==> src/rtl/consumer_pkg.sv <==
// Shared definitions for the consumer_fsm sink: the per-lane checker state,
// the lane parity constants and the default sequence step.
package consumer_pkg;

   typedef enum logic {
      UNSYNC = 1'b0,
      TRACK  = 1'b1
   } lane_state_e;

   // Required value of data[0] on every accepted beat of each lane.
   localparam logic LANE1_PARITY = 1'b0;
   localparam logic LANE2_PARITY = 1'b1;

   localparam int unsigned DEFAULT_STEP = 2;

endpackage

==> src/rtl/consumer_fsm_seq_checker.sv <==
// seq_checker: sequence checker for one stream lane.
// Accepts a beat when valid is high and neither stall nor flush is active.
// It checks that consecutive accepted beats differ by STEP and that
// data[0] matches PARITY, and it counts accepts and errors with saturating
// counters. The sticky flag and the first offending word are kept until reset.
// Ports:
//   clk, reset       clock, synchronous active-high reset
//   data, valid      lane beat from the pipeline
//   flush            drops sequence tracking (lane back to UNSYNC)
//   stall            current registered backpressure for this lane
//   accept_cnt       accepted beats (saturating)
//   err_cnt          sequence/parity errors (saturating)
//   err_sticky       set on first error
//   first_err_data   data word of the first error
module seq_checker
   import consumer_pkg::*;
#(
   parameter logic        PARITY = LANE1_PARITY,
   parameter int unsigned STEP   = DEFAULT_STEP,
   parameter int unsigned CNT_W  = 16
) (
   input  logic             clk,
   input  logic             reset,
   input  logic [31:0]      data,
   input  logic             valid,
   input  logic             flush,
   input  logic             stall,
   output logic [CNT_W-1:0] accept_cnt,
   output logic [CNT_W-1:0] err_cnt,
   output logic             err_sticky,
   output logic [31:0]      first_err_data
);

   lane_state_e      state_q, state_d;
   logic [31:0]      exp_q, exp_d;
   logic [CNT_W-1:0] acc_q, acc_d;
   logic [CNT_W-1:0] err_q, err_d;
   logic             sticky_q, sticky_d;
   logic [31:0]      first_q, first_d;
   logic             accept;
   logic             bad;

   assign accept = valid & ~stall & ~flush;

   always_comb begin
      state_d  = state_q;
      exp_d    = exp_q;
      acc_d    = acc_q;
      err_d    = err_q;
      sticky_d = sticky_q;
      first_d  = first_q;
      bad      = 1'b0;
      if (flush) begin
         state_d = UNSYNC;
      end else if (accept) begin
         if (acc_q != '1) acc_d = acc_q + 1'b1;
         bad = (data[0] != PARITY) || ((state_q == TRACK) && (data != exp_q));
         // Resync on the received word so a single glitch is counted once.
         exp_d   = data + 32'(STEP);
         state_d = TRACK;
         if (bad) begin
            if (err_q != '1) err_d = err_q + 1'b1;
            if (!sticky_q) begin
               sticky_d = 1'b1;
               first_d  = data;
            end
         end
      end
   end

   always_ff @(posedge clk) begin
      if (reset) begin
         state_q  <= UNSYNC;
         exp_q    <= '0;
         acc_q    <= '0;
         err_q    <= '0;
         sticky_q <= 1'b0;
         first_q  <= '0;
      end else begin
         state_q  <= state_d;
         exp_q    <= exp_d;
         acc_q    <= acc_d;
         err_q    <= err_d;
         sticky_q <= sticky_d;
         first_q  <= first_d;
      end
   end

   assign accept_cnt     = acc_q;
   assign err_cnt        = err_q;
   assign err_sticky     = sticky_q;
   assign first_err_data = first_q;

endmodule

==> src/rtl/consumer_fsm.sv <==
// consumer_fsm: sink end of the dual-lane valid/flush/stall stream.
// Generates periodic registered backpressure per lane (lane 2 offset by half a
// period) and checks each lane's sequence with a seq_checker instance.
// Ports:
//   clk, reset                   clock, synchronous active-high reset
//   enable                       enables stall generation (checking always runs)
//   in_data_N/in_valid_N/in_flush_N   lane N stream inputs
//   out_stall_N                  registered backpressure to lane N
//   accept_cnt_N, err_cnt_N      per-lane saturating counters
//   err_sticky_N, first_err_data_N   per-lane first-error record
module consumer_fsm
   import consumer_pkg::*;
#(
   parameter int unsigned STALL_PERIOD = 8,
   parameter int unsigned STALL_LEN    = 2,
   parameter int unsigned STEP         = DEFAULT_STEP,
   parameter int unsigned CNT_W        = 16
) (
   input  logic             clk,
   input  logic             reset,
   input  logic             enable,
   input  logic [31:0]      in_data_1,
   input  logic             in_valid_1,
   input  logic             in_flush_1,
   input  logic [31:0]      in_data_2,
   input  logic             in_valid_2,
   input  logic             in_flush_2,
   output logic             out_stall_1,
   output logic             out_stall_2,
   output logic [CNT_W-1:0] accept_cnt_1,
   output logic [CNT_W-1:0] accept_cnt_2,
   output logic [CNT_W-1:0] err_cnt_1,
   output logic [CNT_W-1:0] err_cnt_2,
   output logic             err_sticky_1,
   output logic             err_sticky_2,
   output logic [31:0]      first_err_data_1,
   output logic [31:0]      first_err_data_2
);

   localparam int unsigned PH_W = (STALL_PERIOD > 2) ? $clog2(STALL_PERIOD) : 1;

   logic [PH_W-1:0] phase_q, phase_d;
   logic            stall1_q, stall1_d;
   logic            stall2_q, stall2_d;

   always_comb begin
      phase_d  = phase_q;
      stall1_d = 1'b0;
      stall2_d = 1'b0;
      if (enable) begin
         phase_d  = (phase_q == PH_W'(STALL_PERIOD - 1)) ? '0 : phase_q + 1'b1;
         stall1_d = (32'(phase_q) < STALL_LEN);
         // Lane 2 sees the same pattern shifted by half a period.
         stall2_d = (((32'(phase_q) + STALL_PERIOD / 2) % STALL_PERIOD) < STALL_LEN);
      end
   end

   always_ff @(posedge clk) begin
      if (reset) begin
         phase_q  <= '0;
         stall1_q <= 1'b0;
         stall2_q <= 1'b0;
      end else begin
         phase_q  <= phase_d;
         stall1_q <= stall1_d;
         stall2_q <= stall2_d;
      end
   end

   assign out_stall_1 = stall1_q;
   assign out_stall_2 = stall2_q;

   seq_checker #(
      .PARITY (LANE1_PARITY),
      .STEP   (STEP),
      .CNT_W  (CNT_W)
   ) u_lane1 (
      .clk            (clk),
      .reset          (reset),
      .data           (in_data_1),
      .valid          (in_valid_1),
      .flush          (in_flush_1),
      .stall          (stall1_q),
      .accept_cnt     (accept_cnt_1),
      .err_cnt        (err_cnt_1),
      .err_sticky     (err_sticky_1),
      .first_err_data (first_err_data_1)
   );

   seq_checker #(
      .PARITY (LANE2_PARITY),
      .STEP   (STEP),
      .CNT_W  (CNT_W)
   ) u_lane2 (
      .clk            (clk),
      .reset          (reset),
      .data           (in_data_2),
      .valid          (in_valid_2),
      .flush          (in_flush_2),
      .stall          (stall2_q),
      .accept_cnt     (accept_cnt_2),
      .err_cnt        (err_cnt_2),
      .err_sticky     (err_sticky_2),
      .first_err_data (first_err_data_2)
   );

endmodule

==> config.mk <==
export PLATFORM = sky130hd
export DESIGN_NAME = consumer_fsm
export DESIGN_NICKNAME = d
export VERILOG_FILES = /design/src/rtl/consumer_pkg.sv /design/src/rtl/consumer_fsm_seq_checker.sv /design/src/rtl/consumer_fsm.sv
export SDC_FILE = /design/constraint.sdc
export NUM_CORES = 1
export LEC_CHECK = 0
export CELL_PAD_IN_SITES_DETAIL_PLACEMENT = 1
export CELL_PAD_IN_SITES_GLOBAL_PLACEMENT = 2
export CORE_MARGIN = 4
export CORE_UTILIZATION = 31
export DETAILED_ROUTE_END_ITERATION = 8
export PLACE_DENSITY = 0.9
export SYNTH_ARGS = -nofsm -noshare
export SYNTH_HDL_FRONTEND = slang
export SYNTH_SLANG_ARGS = --single-unit
==> constraint.sdc <==
create_clock -name clk -period 2.98 [get_ports clk]
set_input_delay 0.596 -clock clk [delete_from_list [all_inputs] [get_ports clk]]
set_output_delay 0.596 -clock clk [all_outputs]
set_load 0.05 [all_outputs]
Yosys cells after proc, flatten, opt, wreduce, memory -nomap -nowiden
Cells that the tools add are included.

storage, ports and cells
  memory bits (read-only) = 0
  input bits = 71
  memory bits (writable) = 0
  word-level logic and storage cells = 62
  flip-flop bits (word level) = 201
  memories = 0
  bits in latches = 0

cells by class
  shifts and indexed selects = 0
  bitwise gates (word level) = 12
  reductions and logical operators = 17
  div/mod/pow operators = 0
  muxes and demuxes = 1
  equality and inequality tests = 7
  magnitude comparators = 2
  multiply operators = 0
  $add $sub $neg = 8

operators with widths
  kind                                                         number
  adder 16 x 1 -> 16 bit (second input constant)               4
  adder 32 x 2 -> 32 bit (second input constant)               2
  != test 16 bit (second input constant)                       4
  != test 32 bit                                               2
  AND reduction 4 bit                                          4
  AND reduction 3 bit                                          4
  NOT 1 bit                                                    8
  less-than comparator 3 x 2 -> 1 bit (second input constant)  2
  OR reduction 2 bit                                           3
  AND 1 bit                                                    4
  AND reduction 2 bit                                          2
  adder 3 x 1 -> 3 bit (second input constant)                 1
  adder 3 bit (second input constant)                          1
  == test 3 bit (second input constant)                        1
  two-way mux 3 bit                                            1
  logical AND 1 bit                                            2
  logical OR 1 bit                                             2

Logic depth before layout (Yosys ltp)
  word-level depth = 4
  depth in mapped cells = 9
  depth with buffers taken out = 8

Modules after synthesis
A second synthesis with hierarchy kept.

unflattened totals
  cells, all modules = 1124
  area total of the unflattened synthesis = 9995.8 um^2

by module, submodules not included
  module                 sequential area each (um^2)  cells each  instances  area an instance (um^2)
  seq_checker (u_lane2)  1961.9                       576         1          5083.6
  seq_checker (u_lane1)  1961.9                       531         1          4712.0
  consumer_fsm           100.1                        17          1          200.2

Worst setup path after synthesis
No wires, ideal clock.

  path type = reg-to-reg
  from = register u_lane2.err_q[2], in the netlist u_lane2.err_cnt[2]
  to = register u_lane2.err_q[14], in the netlist u_lane2.err_cnt[14]
  setup time = 0.121 ns
  setup slack = 0.562 ns
  cell stages (with the launch flop) = 10
  required time = 2.859 ns
  path buffers = 2
  arrival time = 2.296 ns
  cell sequence = dfxtp_1 > and4_4 > and2_4 > buf_6 > and3_4 > a41oi_2 > a21boi_4 > buf_6 > nand3_2 > mux2_4

on the way
  longest elaborated chain between the ends = 2

ends and longest elaborated chain
  what                                                                            line                            source
  from (decl)                                                                     consumer_fsm_seq_checker.sv:37  logic [CNT_W-1:0] err_q, err_d;
  from (signal assigned)                                                          consumer_fsm_seq_checker.sv:83  err_q <= err_d;
  parallel branches: the longest is 2 deep, another holds adder 16 x 1 -> 16 bit  --

Parallel ways; which one is timed is not known.
A chain may end at the register's enable or synchronous reset.

Final worst setup path
  from = input port in_data_2[26]
  to = register u_lane2.err_q[4], in the netlist u_lane2.err_cnt[4]

on the way
  longest elaborated chain between the ends = 4

ends and longest elaborated chain
  what                                  line                            source
  from (decl)                           consumer_fsm.sv:25              input logic [31:0] in_data_2,
  != test 32 bit                        consumer_fsm_seq_checker.sv:57  bad = (data[0] != PARITY) || ((state_q == TRACK) && (data != exp_q));
  logical AND 1 bit                     consumer_fsm_seq_checker.sv:57
  logical OR 1 bit                      consumer_fsm_seq_checker.sv:57
  AND reduction 4 bit (no source line)  --

No other way between the ends.

==> results.yml <==
global_route:
  met1_usage_pct: 21.17
  grt_pass1_wl_mm: 48.20
  grt_overflow: 0
  grt_use_met2_pct: 30.31
  grt_use_total_pct: 17.21
  grt_busiest_layer: "met2"
  met3_usage_pct: 4.828
  antenna_found_initial: 1
  grt_max_degree: 72
  grt_pass1_vias: 9090
power_and_ir_drop:
  power.internal_mw: 4.932
  leakagePower_nw: 5.016
  ir_drop_mv: 0.3703
  power_frac_clock_pct: 43.5
  p_per_area_nw_per_um2: 505.5
  power_frac_seq_pct: 42.6
  sw_frac_of_total_pct: 26.64
  comb_power_share_pct: 13.9
  switchingPower_mw: 1.791
yosys:
  synth-seq-cells: 201
  synth.avg_cell_area_um2: 8.940
  synth_cell_type_count: 63
  synth_adder_area_share_pct: 1.044
  synthXorXnorAreaFrac_pct: 13.43
  ys_seq_area_share_pct: 41.98
  syn_area_um2: 9584
  yosys_warnings: 0
  synth_compound_area_share_pct: 10.73
  synthMuxAreaShare_pct: 8.198
  synth-edff-count: 0
  async_reset_ff_share_pct: 0
  netlist_instances: 1072
  synth_simple_gate_area_share_pct: 20.87
  synth_top_family_by_area: "simple AND/OR/NAND/NOR gates"
  synth_fp_nets: 1151
  synth-main-ff-cell: "dfxtp_1"
cts:
  clk_path_buf_depth: 3
  clkSlewWorstSetupHoldPaths_ns: 0.06
  cts-buffers-inserted: 25
  cts_tree: "built"
  h-tree-depth: 1
  cts.repair.resized: 0
  cts_hold_buf: 0
  cts-root-buf: "clkbuf_16"
  cts_setup_buffers: 0
  clkLatencyLatePin_ns: 0.52
  clock_sinks: 201
setup_path:
  worstPathMaxFanout: 3
  critPathKind: "in -> reg"
  endpoint_kind: "flip-flop"
  cp.arrival_ns: 2.93
  crit_buf_inv: 2
  worstSetupStartpointType: "input port"
  slowest_delay_ns: 0.45
  cp.required_ns: 3.38
  critPathSlowestCell: "clkdlybuf4s50_1"
  critPathTopFamily: "simple AND/OR/NAND/NOR gates"
  path_cells: "clkdlybuf4s50_1 > xor2_1 > buf_4 > nor4_1 > nand4_1 > o21a_1 > o211a_1 > and3_1 > mux2_1"
place:
  place_congestion: 0.7904
  dpl.hpwl_mm: 22.10
  pre_cts_slack_ns: -0.06615
  place_inst: 1693
  port_buffers: 202
  dpl_cell_area_um2: 12500
die:
  die_width_um: 183.8
  rows: 64
  initial_core_util_pct: 31.41
  dieHeight_um: 183.8
  coreArea_um2: 30510
  dieArea_um2: 33790
  pin_count: 203
cells_and_area:
  regArea_um2: 4024
  multi_input_area_um2: 5233
  drive_above_1_share_pct: 11.03
  n_antenna_cell: 0
  fillCellCount: 3473
  finalNetCount: 1403
  area_growth_pct: 38.76
  finalInstanceArea_um2: 13300
  instances_no_fill: 1738
timing:
  setup_viol: 0
  worst_slack_ns: 0.4497
  worst_pin_slew_ns: 0.8109
  relSlewSlack_pct: 45.88
  finalCriticalPeriod_ns: 2.530
  hold_viol: 0
  fin_crit_sh_pct: 84.91
  clock.fmax_ghz: 0.3952
  grt_setup_unrepaired: "false"
  report.final.slew_viol_count: 0
  finClkSkew_ns: 0.01080
drt:
  drt_iter0_markers: 307
  drtAntennaViolNets: 0
  post_drt_wl_per_cell_um: 17.35
  avgViaCountPerCell: 4.960
  dr.pass1.iters: 4
  drcViolationCount: 0
  vias: 8620
  wl_mm: 30.15
hold_path:
  hold_class: "in -> reg"
run_status:
  outcome: "finished, final reports clean"
run:
  cap_viol_max_count: 0
==> kinds of logic (layout without fill, tap and decap cells) <==
kind of cell,after synthesis,after routing
xor+xnor,147,147
mux,77,77
fa+ha+maj,8,8
flops,201,201
compound gates,156,156
simple gates,405,405
buf+inv,78,348
==> cells in the mapped netlist (all sizes together), types with 2 or more instances <==
library cell	instances	area, um2
nand4	34	212.7
nor3b	3	32.53
nand3	39	200.2
nor2b	11	68.82
o31ai	2	15.01
buf	24	155.2
nor3	9	45.04
nand2b	2	12.51
a41oi	3	41.29
a41o	3	30.03
nor4	15	112.6
dfxtp	201	4024
clkbuf	36	135.1
nand3b	3	26.27
or3	18	112.6
mux2i	68	680.7
a211oi	36	270.3
and3	22	148.9
a31oi	4	40.04
a311oi	6	52.55
and2	6	40.04
nor2	174	655.6
xnor2	59	516.8
xor2	88	770.7
ha	8	100.1
mux2	9	105.1
a21boi	2	26.28
or4	2	15.01
o21ai	42	225.2
a21oi	51	259.0
inv	18	67.56
and4	10	92.59
nand2	55	206.5
==> layer usage <==
layer / wire (um) / share of wire, % / vias to the layer above
met1: 12870 / 43 / 4170
li1: - / - / 4230
met4: 474 / 1.6 / 2
met2: 14770 / 49 / 178
met3: 2017 / 6.7 / 40
met5: 20 / 0.066 / -
==> power groups by stage <==
stage	registers [mW]	clock network [mW]	logic, mW
final	2.86	2.92	0.936
after global routing	2.88	3.14	1.01
after floorplan	3.05	0	0.384
after global placement	2.91	0	0.919
after detailed placement	2.92	0	0.939
after CTS	2.86	3.03	0.947
==> layout make-up <==
cell class / count / area share, %
flip-flops and latches: 201 / 30.26
well taps: 396 / 3.726
multi-input cells: 793 / 39.35
inverters: 18 / 0.5080
clock buffers: 40 / 5.730
clock inverters: 5 / 0.2540
repair buffers: 285 / 20.18
==> worst reg2reg max path, cell delays in order (launching register included) <==
cell and delay (ns):
dfxtp_1 0.32, xor2_1 0.17, buf_4 0.15, nor4_1 0.36, nand4_1 0.19, o21a_1 0.25
o211a_1 0.24, and3_1 0.19, mux2_1 0.30
==> worst paths after layout <==
path	to	cells after the start	slack [ns]	startpoint
max	u_lane2.err_cnt[4]	9	0.45	in_data_2[26]
min	phase_q[0]	2	0.43	reset
max reg2reg	u_lane2.err_cnt[4]	8	0.70	u_lane2.exp_q[26]
min reg2reg	u_lane1.exp_q[0]	2	0.47	u_lane1.exp_q[0]
==> registers in the layout, indices dropped and copies added, names as in the netlist <==
| register | count |
|---|---|
| u_lane1.err_cnt | 16 |
| u_lane2.exp_q | 32 |
| out_stall_2 | 1 |
| u_lane1.err_sticky | 1 |
| out_stall_1 | 1 |
| u_lane1.first_err_data | 32 |
| phase_q | 3 |
| u_lane2.accept_cnt | 16 |
| u_lane1.exp_q | 32 |
| u_lane1.accept_cnt | 16 |
| u_lane2.first_err_data | 32 |
| u_lane2.err_sticky | 1 |
| u_lane1.state_q | 1 |
| u_lane2.err_cnt | 16 |
| u_lane2.state_q | 1 |
==> cells in the final DEF, fill, tap and decap left out, types with 3 or more instances in the layout <==
cell,count
clkbuf_8,8
nor3_1,9
and3_1,19
clkbuf_1,7
nand2_1,55
a311oi_1,6
xor2_1,88
a31oi_1,3
or3_1,18
a41o_1,3
a211oi_1,36
ha_1,8
clkbuf_16,25
inv_1,18
nor4_1,12
a21oi_1,50
mux2_1,8
buf_4,80
nand3_1,38
clkdlybuf4s50_1,201
mux2i_1,68
nor2_1,173
xnor2_1,59
buf_12,3
and2_1,4
nand4_1,34
and4_1,8
dfxtp_1,201
o21ai_0,39
nor2b_1,11
nor4_2,3
==> through the flow <==
step                TNS [ns]  power [mW]  hold WS, ns  utilization [%]
floorplan                  0       3.431       0.4432                -
global placement    -0.08874       3.833       0.4554            40.98
detailed placement    -1.054       3.859       0.4646            40.98
CTS                        0       6.839       0.4055            43.59
global route               0       7.023       0.4262            43.59
finish                     0       6.723       0.4293            43.59
(Power assumes the default switching activity.)
